### src/rtl/stream_combiner_if.sv
// stream_combiner_if: Avalon-ST bundle for stream_combiner (op select, CH inputs, one output, beat counter)
interface stream_combiner_if #(
  parameter int N = 32,
  parameter int CH = 2
);
  logic [1:0] op_sel;
  logic [CH-1:0][N-1:0] asi_in_data;
  logic [CH-1:0] asi_in_valid;
  logic [CH-1:0] asi_in_ready;
  logic [N-1:0] aso_out0_data;
  logic aso_out0_valid;
  logic aso_out0_ready;
  logic [15:0] fire_count;
  modport master (
    output op_sel, asi_in_data, asi_in_valid, aso_out0_ready,
    input asi_in_ready, aso_out0_data, aso_out0_valid, fire_count
  );
  modport slave (
    input op_sel, asi_in_data, asi_in_valid, aso_out0_ready,
    output asi_in_ready, aso_out0_data, aso_out0_valid, fire_count
  );
endinterface

### src/rtl/stream_combiner.sv
// stream_combiner: joins CH Avalon-ST inputs into one output via OR/AND/XOR/ADD; STREAM_COMBINER_STICKY_EN selects sample-and-hold firing
module stream_combiner #(
  parameter int N = 32,
  parameter int CH = 2
) (
  input logic clock_clk,
  input logic reset_reset,
  stream_combiner_if.slave bus
);
  logic [CH-1:0][N-1:0] hold_data_q, hold_data_d;
  logic [CH-1:0] hold_full_q, hold_full_d, cap;
  logic [N-1:0] out_data_q, out_data_d, red;
  logic out_valid_q, out_valid_d, slot_free, fire;
  logic [15:0] fire_count_q, fire_count_d;
  assign slot_free = !out_valid_q || bus.aso_out0_ready;
`ifdef STREAM_COMBINER_STICKY_EN
  assign fire = |hold_full_q && slot_free;
`else
  assign fire = &hold_full_q && slot_free;
`endif
  assign bus.asi_in_ready = {CH{!reset_reset}} & (~hold_full_q | {CH{fire}});
  assign cap = bus.asi_in_valid & bus.asi_in_ready;
  assign bus.aso_out0_data = out_data_q;
  assign bus.aso_out0_valid = out_valid_q;
  assign bus.fire_count = fire_count_q;
  // fold all held channels with the selected operation; ADD wraps at N bits
  always_comb begin
    red = (bus.op_sel == 2'd1) ? '1 : '0;
    for (int i = 0; i < CH; i++)
      red = (bus.op_sel == 2'd0) ? (red | hold_data_q[i]) :
            (bus.op_sel == 2'd1) ? (red & hold_data_q[i]) :
            (bus.op_sel == 2'd2) ? (red ^ hold_data_q[i]) : (red + hold_data_q[i]);
  end
  // capture accepted inputs, drop join flags on fire (capture wins), load or hold the output slot
  always_comb begin
    hold_data_d = hold_data_q;
    for (int i = 0; i < CH; i++)
      hold_data_d[i] = cap[i] ? bus.asi_in_data[i] : hold_data_q[i];
    hold_full_d = (hold_full_q & ~{CH{fire}}) | cap;
    out_data_d = fire ? red : out_data_q;
    out_valid_d = fire || (out_valid_q && !bus.aso_out0_ready);
    fire_count_d = fire_count_q + {15'd0, fire};
  end
  // state registers, cleared asynchronously
  always_ff @(posedge clock_clk or posedge reset_reset) begin
    if (reset_reset) begin
      hold_data_q <= '0;
      hold_full_q <= '0;
      out_data_q <= '0;
      out_valid_q <= 1'b0;
      fire_count_q <= '0;
    end else begin
      hold_data_q <= hold_data_d;
      hold_full_q <= hold_full_d;
      out_data_q <= out_data_d;
      out_valid_q <= out_valid_d;
      fire_count_q <= fire_count_d;
    end
  end
endmodule

### src/flat_wrapper.sv
// flat-port wrapper written by rule: the top's interface ports become plain ports
module stream_combiner_flat 
#(
  parameter int N = 32,
  parameter int CH = 2
)
  (clock_clk, reset_reset, bus_op_sel, bus_asi_in_data, bus_asi_in_valid, bus_aso_out0_ready, bus_asi_in_ready, bus_aso_out0_data, bus_aso_out0_valid, bus_fire_count);
  stream_combiner_if #(.N(N), .CH(CH)) bus_i ();
  input logic clock_clk;
  input logic reset_reset;
  input wire logic [$bits(bus_i.op_sel)-1:0] bus_op_sel;
  input wire logic [$bits(bus_i.asi_in_data)-1:0] bus_asi_in_data;
  input wire logic [$bits(bus_i.asi_in_valid)-1:0] bus_asi_in_valid;
  input wire logic [$bits(bus_i.aso_out0_ready)-1:0] bus_aso_out0_ready;
  output wire logic [$bits(bus_i.asi_in_ready)-1:0] bus_asi_in_ready;
  output wire logic [$bits(bus_i.aso_out0_data)-1:0] bus_aso_out0_data;
  output wire logic [$bits(bus_i.aso_out0_valid)-1:0] bus_aso_out0_valid;
  output wire logic [$bits(bus_i.fire_count)-1:0] bus_fire_count;
  assign bus_i.op_sel = bus_op_sel;
  assign bus_i.asi_in_data = bus_asi_in_data;
  assign bus_i.asi_in_valid = bus_asi_in_valid;
  assign bus_i.aso_out0_ready = bus_aso_out0_ready;
  assign bus_asi_in_ready = bus_i.asi_in_ready;
  assign bus_aso_out0_data = bus_i.aso_out0_data;
  assign bus_aso_out0_valid = bus_i.aso_out0_valid;
  assign bus_fire_count = bus_i.fire_count;
  stream_combiner #(.N(N), .CH(CH)) u_core (.clock_clk(clock_clk), .reset_reset(reset_reset), .bus(bus_i));
endmodule
### config.mk
export PLATFORM = sky130hd
export DESIGN_NAME = stream_combiner_flat
export DESIGN_NICKNAME = d
export VERILOG_FILES = /design/src/rtl/stream_combiner_if.sv /design/src/rtl/stream_combiner.sv /design/src/flat_wrapper.sv
export SDC_FILE = /design/constraint.sdc
export NUM_CORES = 1
export LEC_CHECK = 0
export BUFFER_PORTS_ARGS = -buffer_cell sky130_fd_sc_hd__buf_2
export CAP_MARGIN = 25
export CORE_MARGIN = 2
export CORE_UTILIZATION = 45
export DETAILED_ROUTE_END_ITERATION = 12
export GPL_ROUTABILITY_DRIVEN = 1
export PLACE_DENSITY = 0.63
export SYNTH_ARGS = -nofsm -noshare
export SYNTH_HDL_FRONTEND = slang
export SYNTH_SLANG_ARGS = --single-unit
### constraint.sdc
create_clock -name clock_clk -period 5.5 [get_ports clock_clk]
set_input_delay 1.375 -clock clock_clk [delete_from_list [all_inputs] [get_ports clock_clk]]
set_output_delay 1.375 -clock clock_clk [all_outputs]
set_load 0.01 [all_outputs]
==> impl_metrics.py, run 1 <==
metrics = {
    "critical_path": {
        "cp-end-kind": "register",
        "max_stage_delay_ns": 0.34,
        "startpoint_type": "input pin",
        "arrival_ns": 5.61,
        "crit_chain": "buf_4 > nor2b_4 > inv_8 > buf_4 > ha_1 > nand4_1 > nor4_2 > a21oi_2 > o22ai_2 > buf_4 > and3_1 > nand3b_1 > a21o_1 > o221a_2 > ha_1 > a21o_1 > a21o_1 > a21oi_1 > o21ai_0 > a31oi_1 > nor2_1 > or3_1 > a221o_1",
        "worstSetupPathType": "input pin to register",
        "cp.required_ns": 5.80,
        "slowest_stage": "ha_1",
        "cp_max_fo": 17,
    },
    "synthesis": {
        "synth_top_area_share_pct": 30.77,
        "synthCells": 1160,
        "synth_most_common_cell": "nand2_1",
        "ys.flop_type": "dfrtp_1",
        "seq_area_frac_synth_pct": 30.77,
        "synthTopCellsByArea": "dfrtp_1 31%, ha_1 14%, o21ai_0 7.5%",
        "synth.distinct_cells": 74,
        "yosys_warnings": 0,
        "synth_top_cell_by_area": "dfrtp_1",
        "synth-async-reset-ratio_pct": 100.0,
        "synthesis.nets": 1337,
        "postSynthAreaPerCell_um2": 8.062,
        "synth_common_cells": "168 x nand2_1, 141 x o21ai_0, 115 x dfrtp_1",
        "yosys_register_bits": 115,
        "synth_edf_count": 0,
        "syn_area_mm2": 0.009351,
    },
    "cts": {
        "cts_buffer_depth": 2,
        "cts_root_buffer": "clkbuf_16",
        "clkLatencyLatePin_ns": 0.43,
        "cts_hold_buf": 0,
        "cts_made_buffers": 17,
        "cts-htree-levels": 4,
        "clk_pin_slew_ns": 0.05,
        "cts.sinks": 115,
        "cts_tree": "done",
    },
    "min_path": {
        "hold_class": "register to register",
    },
    "timing": {
        "final-setup-viol-count": 0,
        "relSlewSlack_pct": 41.60,
        "period_share_pct": 96.54,
        "hold_viol_final": 0,
        "grt_setup_unrepaired": "yes",
        "fin_worst_skew_ns": 0.01349,
        "layout_min_cycle_time_ns": 5.310,
        "tightestPinTransition_ns": 0.8760,
        "tns_ns": 0,
        "fmax_ghz": 0.1883,
        "drv_slew": 0,
    },
    "detailed_routing": {
        "antenna_left": 0,
        "wl_per_cell_um": 16.44,
        "vias_per_cell": 5.412,
        "post-route-drc-count": 0,
        "dr.first_iter.drc_count": 610,
        "drtPass1Iterations": 5,
        "num_vias": 8789,
        "routed_wl_um": 26700,
    },
    "placed_design": {
        "gp_congestion": 0.9087,
        "postPlaceCellArea_mm2": 0.01094,
        "hpwl_um": 19650,
        "io_buffers": 121,
    },
    "global_route": {
        "grt_pass1_wl_um": 43180,
        "antenna_found_initial": 1,
        "grt_overflow_total": 0,
        "grt_pass1_vias": 8259,
        "grt_use_total_pct": 24.65,
        "grt_max_degree": 83,
    },
    "die": {
        "num_rows": 52,
        "die_y_um": 148.2,
        "die_w_um": 148.2,
        "pin_count": 122,
        "initial_utilization_pct": 46.07,
        "fp.coreArea_mm2": 0.02030,
        "dieArea_mm2": 0.02195,
    },
    "cells_and_area": {
        "n_fill_cell": 1964,
        "design_area_mm2": 0.01156,
        "final_core_util_pct": 56.93,
        "fin_nets": 1522,
        "syn_to_final_growth_pct": 23.59,
        "diodes": 0,
        "drive_gt1_share_pct": 23.71,
    },
    "run": {
        "drv_cap": 0,
    },
    "outcome": {
        "outcome": "complete, no violations",
    },
    "power_and_ir_drop": {
        "power.leakage_nw": 5.688,
        "power_density_mw_per_mm2": 603.6,
        "peakVddDrop_uv": 269.5,
    },
}
metrics by stage:
step                      power [mW]  setup slack (ns)  cells  hold slack, ns
after floorplan                4.316           -0.3876   1160          0.4887
after global placement         5.803           -0.4328   1593          0.4565
after detailed placement       5.864           -0.5145   1593          0.4674
after CTS                      6.902           0.01864   1621          0.4806
after global routing           7.582          -0.02296   1624          0.4979
final                          6.976            0.1901   1624          0.4714
path summary, 6_finish.rpt:
check / from / to / slack (ns) / depth (start not counted)
worst min-delay path: u_core.bus.fire_count[15] / u_core.bus.fire_count[15] / 0.47 / 1
worst max-delay path: bus_op_sel[1] / u_core.bus.aso_out0_data[29] / 0.19 / 23
worst min register to register: u_core.bus.fire_count[15] / u_core.bus.fire_count[15] / 0.47 / 1
min in group asynchronous: reset_reset / u_core.bus.aso_out0_data[6] / 0.92 / 2
max in group asynchronous: reset_reset / u_core.hold_data_q[19] / 3.55 / 3
worst max register to register: u_core.hold_data_q[7] / u_core.bus.aso_out0_data[20] / 1.02 / 19
layout by cell type (no fill, tap or decap), drive strengths merged, types with 16 or more instances in the layout:
master / count
a211oi: 22
a21o: 40
a21oi: 72
a31oi: 16
buf: 233
clkbuf: 22
dfrtp: 115
ha: 105
inv: 110
nand2: 168
nand3: 26
nand4: 16
nor2: 59
nor2b: 16
o21ai: 142
critical path: cells and delay by family:
kind	cells	cell delay [ns]
AOI/OAI and AO/OA	10	1.80
adders and majority gates	2	0.67
buffers and inverters	4	0.53
and+or+nand+nor	7	1.19
repair_timing:
item | in CTS | in global routing
endpoints found under the setup margin | 1 | 16
setup buffers | 0 | 2
pin swaps | 0 | 2
resized for setup | 1 | 16
flip-flops by register name, indices dropped and copies added, names as in the netlist:
| name | count |
|---|---|
| u_core.bus.fire_count | 16 |
| u_core.hold_data_q | 64 |
| u_core.bus.aso_out0_data | 32 |
| u_core.bus.aso_out0_valid | 1 |
| u_core.hold_full_q | 2 |
cell type report:
| cell class | count | area [um2] | share of cell area [%] |
|---|---|---|---|
| clock buffer | 22 | 484.2 | 4.190 |
| clock inverter | 6 | 32.53 | 0.2815 |
| inverter | 111 | 426.7 | 3.692 |
| multi-input combinational | 867 | 5937 | 51.37 |
| sequential | 115 | 2878 | 24.90 |
| tap | 270 | 337.8 | 2.923 |
| timing repair buffer | 233 | 1461 | 12.64 |
logic make-up (layout without fill, tap and decap cells):
family | Yosys count | count (layout) | synth area share [%]
AO/OA/AOI/OAI | 378 | 378 | 25.66
XOR/XNOR | 25 | 25 | 2.341
adder cells (fa/ha/maj) | 106 | 106 | 14.26
buffers and inverters | 178 | 372 | 7.238
flip-flops | 115 | 115 | 30.77
multiplexers | 29 | 29 | 3.934
AND/OR/NAND/NOR | 329 | 329 | 15.79
routing by layer:
| metal | vias to the layer above | track usage (%) | routed length (um) |
|---|---|---|---|
| met1 | 4044 | 38.19 | 13760 |
| met5 | - | 0 | 0 |
| li1 | 4455 | - | - |
| met2 | 268 | 36.37 | 11070 |
| met3 | 22 | 3.006 | 1530 |
| met4 | 0 | 6.095 | 330 |
power breakdown:
| group | switching, mW | internal, mW |
|---|---|---|
| registers | 0.227 | 1.22 |
| logic | 2.54 | 1.99 |
| clock network | 0.389 | 0.607 |
| total | 3.16 | 3.82 |
(Power assumes the default switching activity.)
==> inputs of run 2 (changes only) <==
Settings changed: CTS_BUF_LIST from default to sky130_fd_sc_hd__clkbuf_2.
==> run 2 against run 1 <==
  * Count of clock-buffer cells in the layout is 4 lower
  * Final cell count hardly changed
  * Setup slack better by 0.10 ns
  * Via count is 1.2% lower
  * Sequential share of layout area is 1.0 points higher
  * Hold slack better by 0.014 ns
  * Sequential power hardly changed
  * Clock power is 57% lower
  * Total power is 9.1% lower
  * Clock skew is 0.039 ns higher
  * Critical path type unchanged
==> impl_metrics.py, run 2 (synthesis results as in run 1) <==
metrics = {
    "die": {
        "num_rows": 52,
        "initial_utilization_pct": 46.07,
        "pin_count": 122,
        "die_y_um": 148.2,
        "die_w_um": 148.2,
        "dieArea_mm2": 0.02195,
        "fp.coreArea_mm2": 0.02030,
    },
    "critical_path": {
        "r2r-end": "u_core.bus.aso_out0_data[29]",
        "rr_startpoint": "u_core.hold_data_q[7]",
        "startpoint_type": "input pin",
        "ff2ff_path_depth": 21,
        "cp-end-kind": "register",
        "arrival_ns": 5.85,
        "slowest_stage": "mux4_2",
        "rrSetupSlack_ns": 0.97,
        "crit_buf_inv": 2,
        "crit_chain": "buf_4 > nor2b_1 > inv_4 > ha_1 > a21o_1 > a21oi_1 > o22ai_1 > nand2_1 > o21ai_0 > nand3_1 > nor2_1 > mux4_2 > a31oi_1 > ha_1 > a21oi_1 > a21boi_2 > a311oi_4 > o31ai_4 > a211o_2 > a31o_2 > a211oi_2 > a21o_1",
        "crit_family": "compound AO/OA/AOI/OAI gates",
        "cp_max_fo": 17,
        "max_stage_delay_ns": 0.46,
        "cp.required_ns": 6.14,
        "worstSetupPathType": "input pin to register",
    },
    "min_path": {
        "whs_path_depth": 1,
        "min_to": "u_core.bus.fire_count[15]",
        "hold_class": "register to register",
        "min-delay-start": "u_core.bus.fire_count[15]",
    },
    "timing": {
        "hold_viol_final": 0,
        "layout_min_cycle_time_ns": 5.207,
        "tightestPinTransition_ns": 0.8812,
        "period_share_pct": 94.67,
        "final-setup-viol-count": 0,
        "setup_slack_ns": 0.2932,
        "drv_slew": 0,
        "fmax_ghz": 0.1921,
        "grt_setup_unrepaired": "no",
        "fin_worst_skew_ns": 0.05247,
        "relSlewSlack_pct": 41.25,
    },
    "power_and_ir_drop": {
        "power_density_mw_per_mm2": 570.8,
        "peakVddDrop_uv": 192.4,
        "power.leakage_nw": 5.506,
    },
    "global_route": {
        "antenna_found_initial": 2,
        "grt_max_degree": 83,
        "grt_pass1_wl_um": 42720,
        "grt_pass1_vias": 8179,
        "grt_overflow_total": 0,
        "grt_use_total_pct": 24.36,
    },
    "detailed_routing": {
        "routed_wl_um": 26230,
        "num_vias": 8684,
        "post-route-drc-count": 0,
        "vias_per_cell": 5.351,
        "antenna_left": 0,
        "drtPass1Iterations": 5,
        "dr.first_iter.drc_count": 617,
        "wl_per_cell_um": 16.16,
    },
    "cts": {
        "clkLatencyLatePin_ns": 0.72,
        "clk_pin_slew_ns": 0.17,
        "cts_hold_buf": 0,
        "cts.sinks": 115,
        "cts_buffer_depth": 2,
        "cts_tree": "done",
        "cts-htree-levels": 4,
        "cts_root_buffer": "clkbuf_2",
        "cts_made_buffers": 17,
    },
    "cells_and_area": {
        "largest_reg_flops": 64,
        "top_register": "u_core.hold_data_q",
        "drive_gt1_share_pct": 22.63,
        "multi_input_area_mm2": 0.005881,
        "seqCellArea_mm2": 0.002878,
        "fin_cells": 1623,
        "layout_commonest_cell": "nand2_1",
        "n_fill_cell": 2012,
        "fin_nets": 1520,
        "syn_to_final_growth_pct": 18.74,
        "layout_common_cells": "168 x nand2_1, 140 x o21ai_0, 120 x buf_2",
    },
    "placed_design": {
        "dp_worst_setup_slack_ns": -0.5145,
        "io_buffers": 121,
        "hpwl_um": 19650,
        "gp_congestion": 0.9087,
        "placedCellCount": 1593,
    },
    "run": {
        "drv_cap": 0,
    },
    "outcome": {
        "outcome": "complete, no violations",
    },
}
## run 2: worst max-delay path by stage
stage                              from  cells past startpoint                      endpoint
after floorplan           bus_op_sel[1]                     27  u_core.bus.aso_out0_data[29]
after global placement    bus_op_sel[1]                     22  u_core.bus.aso_out0_data[20]
final                     bus_op_sel[1]                     22  u_core.bus.aso_out0_data[20]
after detailed placement  bus_op_sel[1]                     22  u_core.bus.aso_out0_data[20]
after CTS                 bus_op_sel[1]                     22  u_core.bus.aso_out0_data[20]
after global routing      bus_op_sel[0]                     23  u_core.bus.aso_out0_data[29]
## run 2: stage by stage
step	setup TNS, ns	utilization (%)	power, mW	area, um2	hold WS (ns)
global placement	-3.091	53.89	5.803	10940	0.4565
finish	0	54.70	6.338	11100	0.4851
floorplan	-1.203	-	4.316	9469	0.4887
global route	0	54.70	6.952	11100	0.5172
CTS	0	54.57	6.312	11080	0.4963
detailed placement	-4.106	53.89	5.864	10940	0.4674
## run 2: what timing repair did
action,in CTS,in global routing
endpoints found under the hold margin,0,0
gates resized for setup,0,1
setup endpoints to repair,0,1
setup buffers,0,0
## run 2: layer usage
layer / GRT usage (%) / up-vias / routed length (um) / part of all wire, %
met5: 0 / - / 0 / 0
met4: 5.286 / 0 / 293 / 1.1
met3: 3.129 / 22 / 1296 / 4.9
met2: 35.83 / 237 / 10810 / 41
met1: 38.03 / 3989 / 13840 / 53
li1: - / 4436 / - / -
## run 2: layout make-up
| cell class | count | area share (%) |
|---|---|---|
| antenna | 1 | 0.02254 |
| clock buffer | 18 | 0.8113 |
| clock inverter | 10 | 0.4282 |
| inverter | 111 | 3.797 |
| multi-input combinational | 867 | 52.96 |
| sequential | 115 | 25.92 |
| tap | 270 | 3.042 |
| timing repair buffer | 231 | 13.03 |
## run 2: report_power, final
group          internal [mW]  leakage [nW]  switching [mW]
Clock                 0.0989         0.101           0.328
Sequential              1.21          1.43           0.223
Combinational           1.97          3.97            2.50
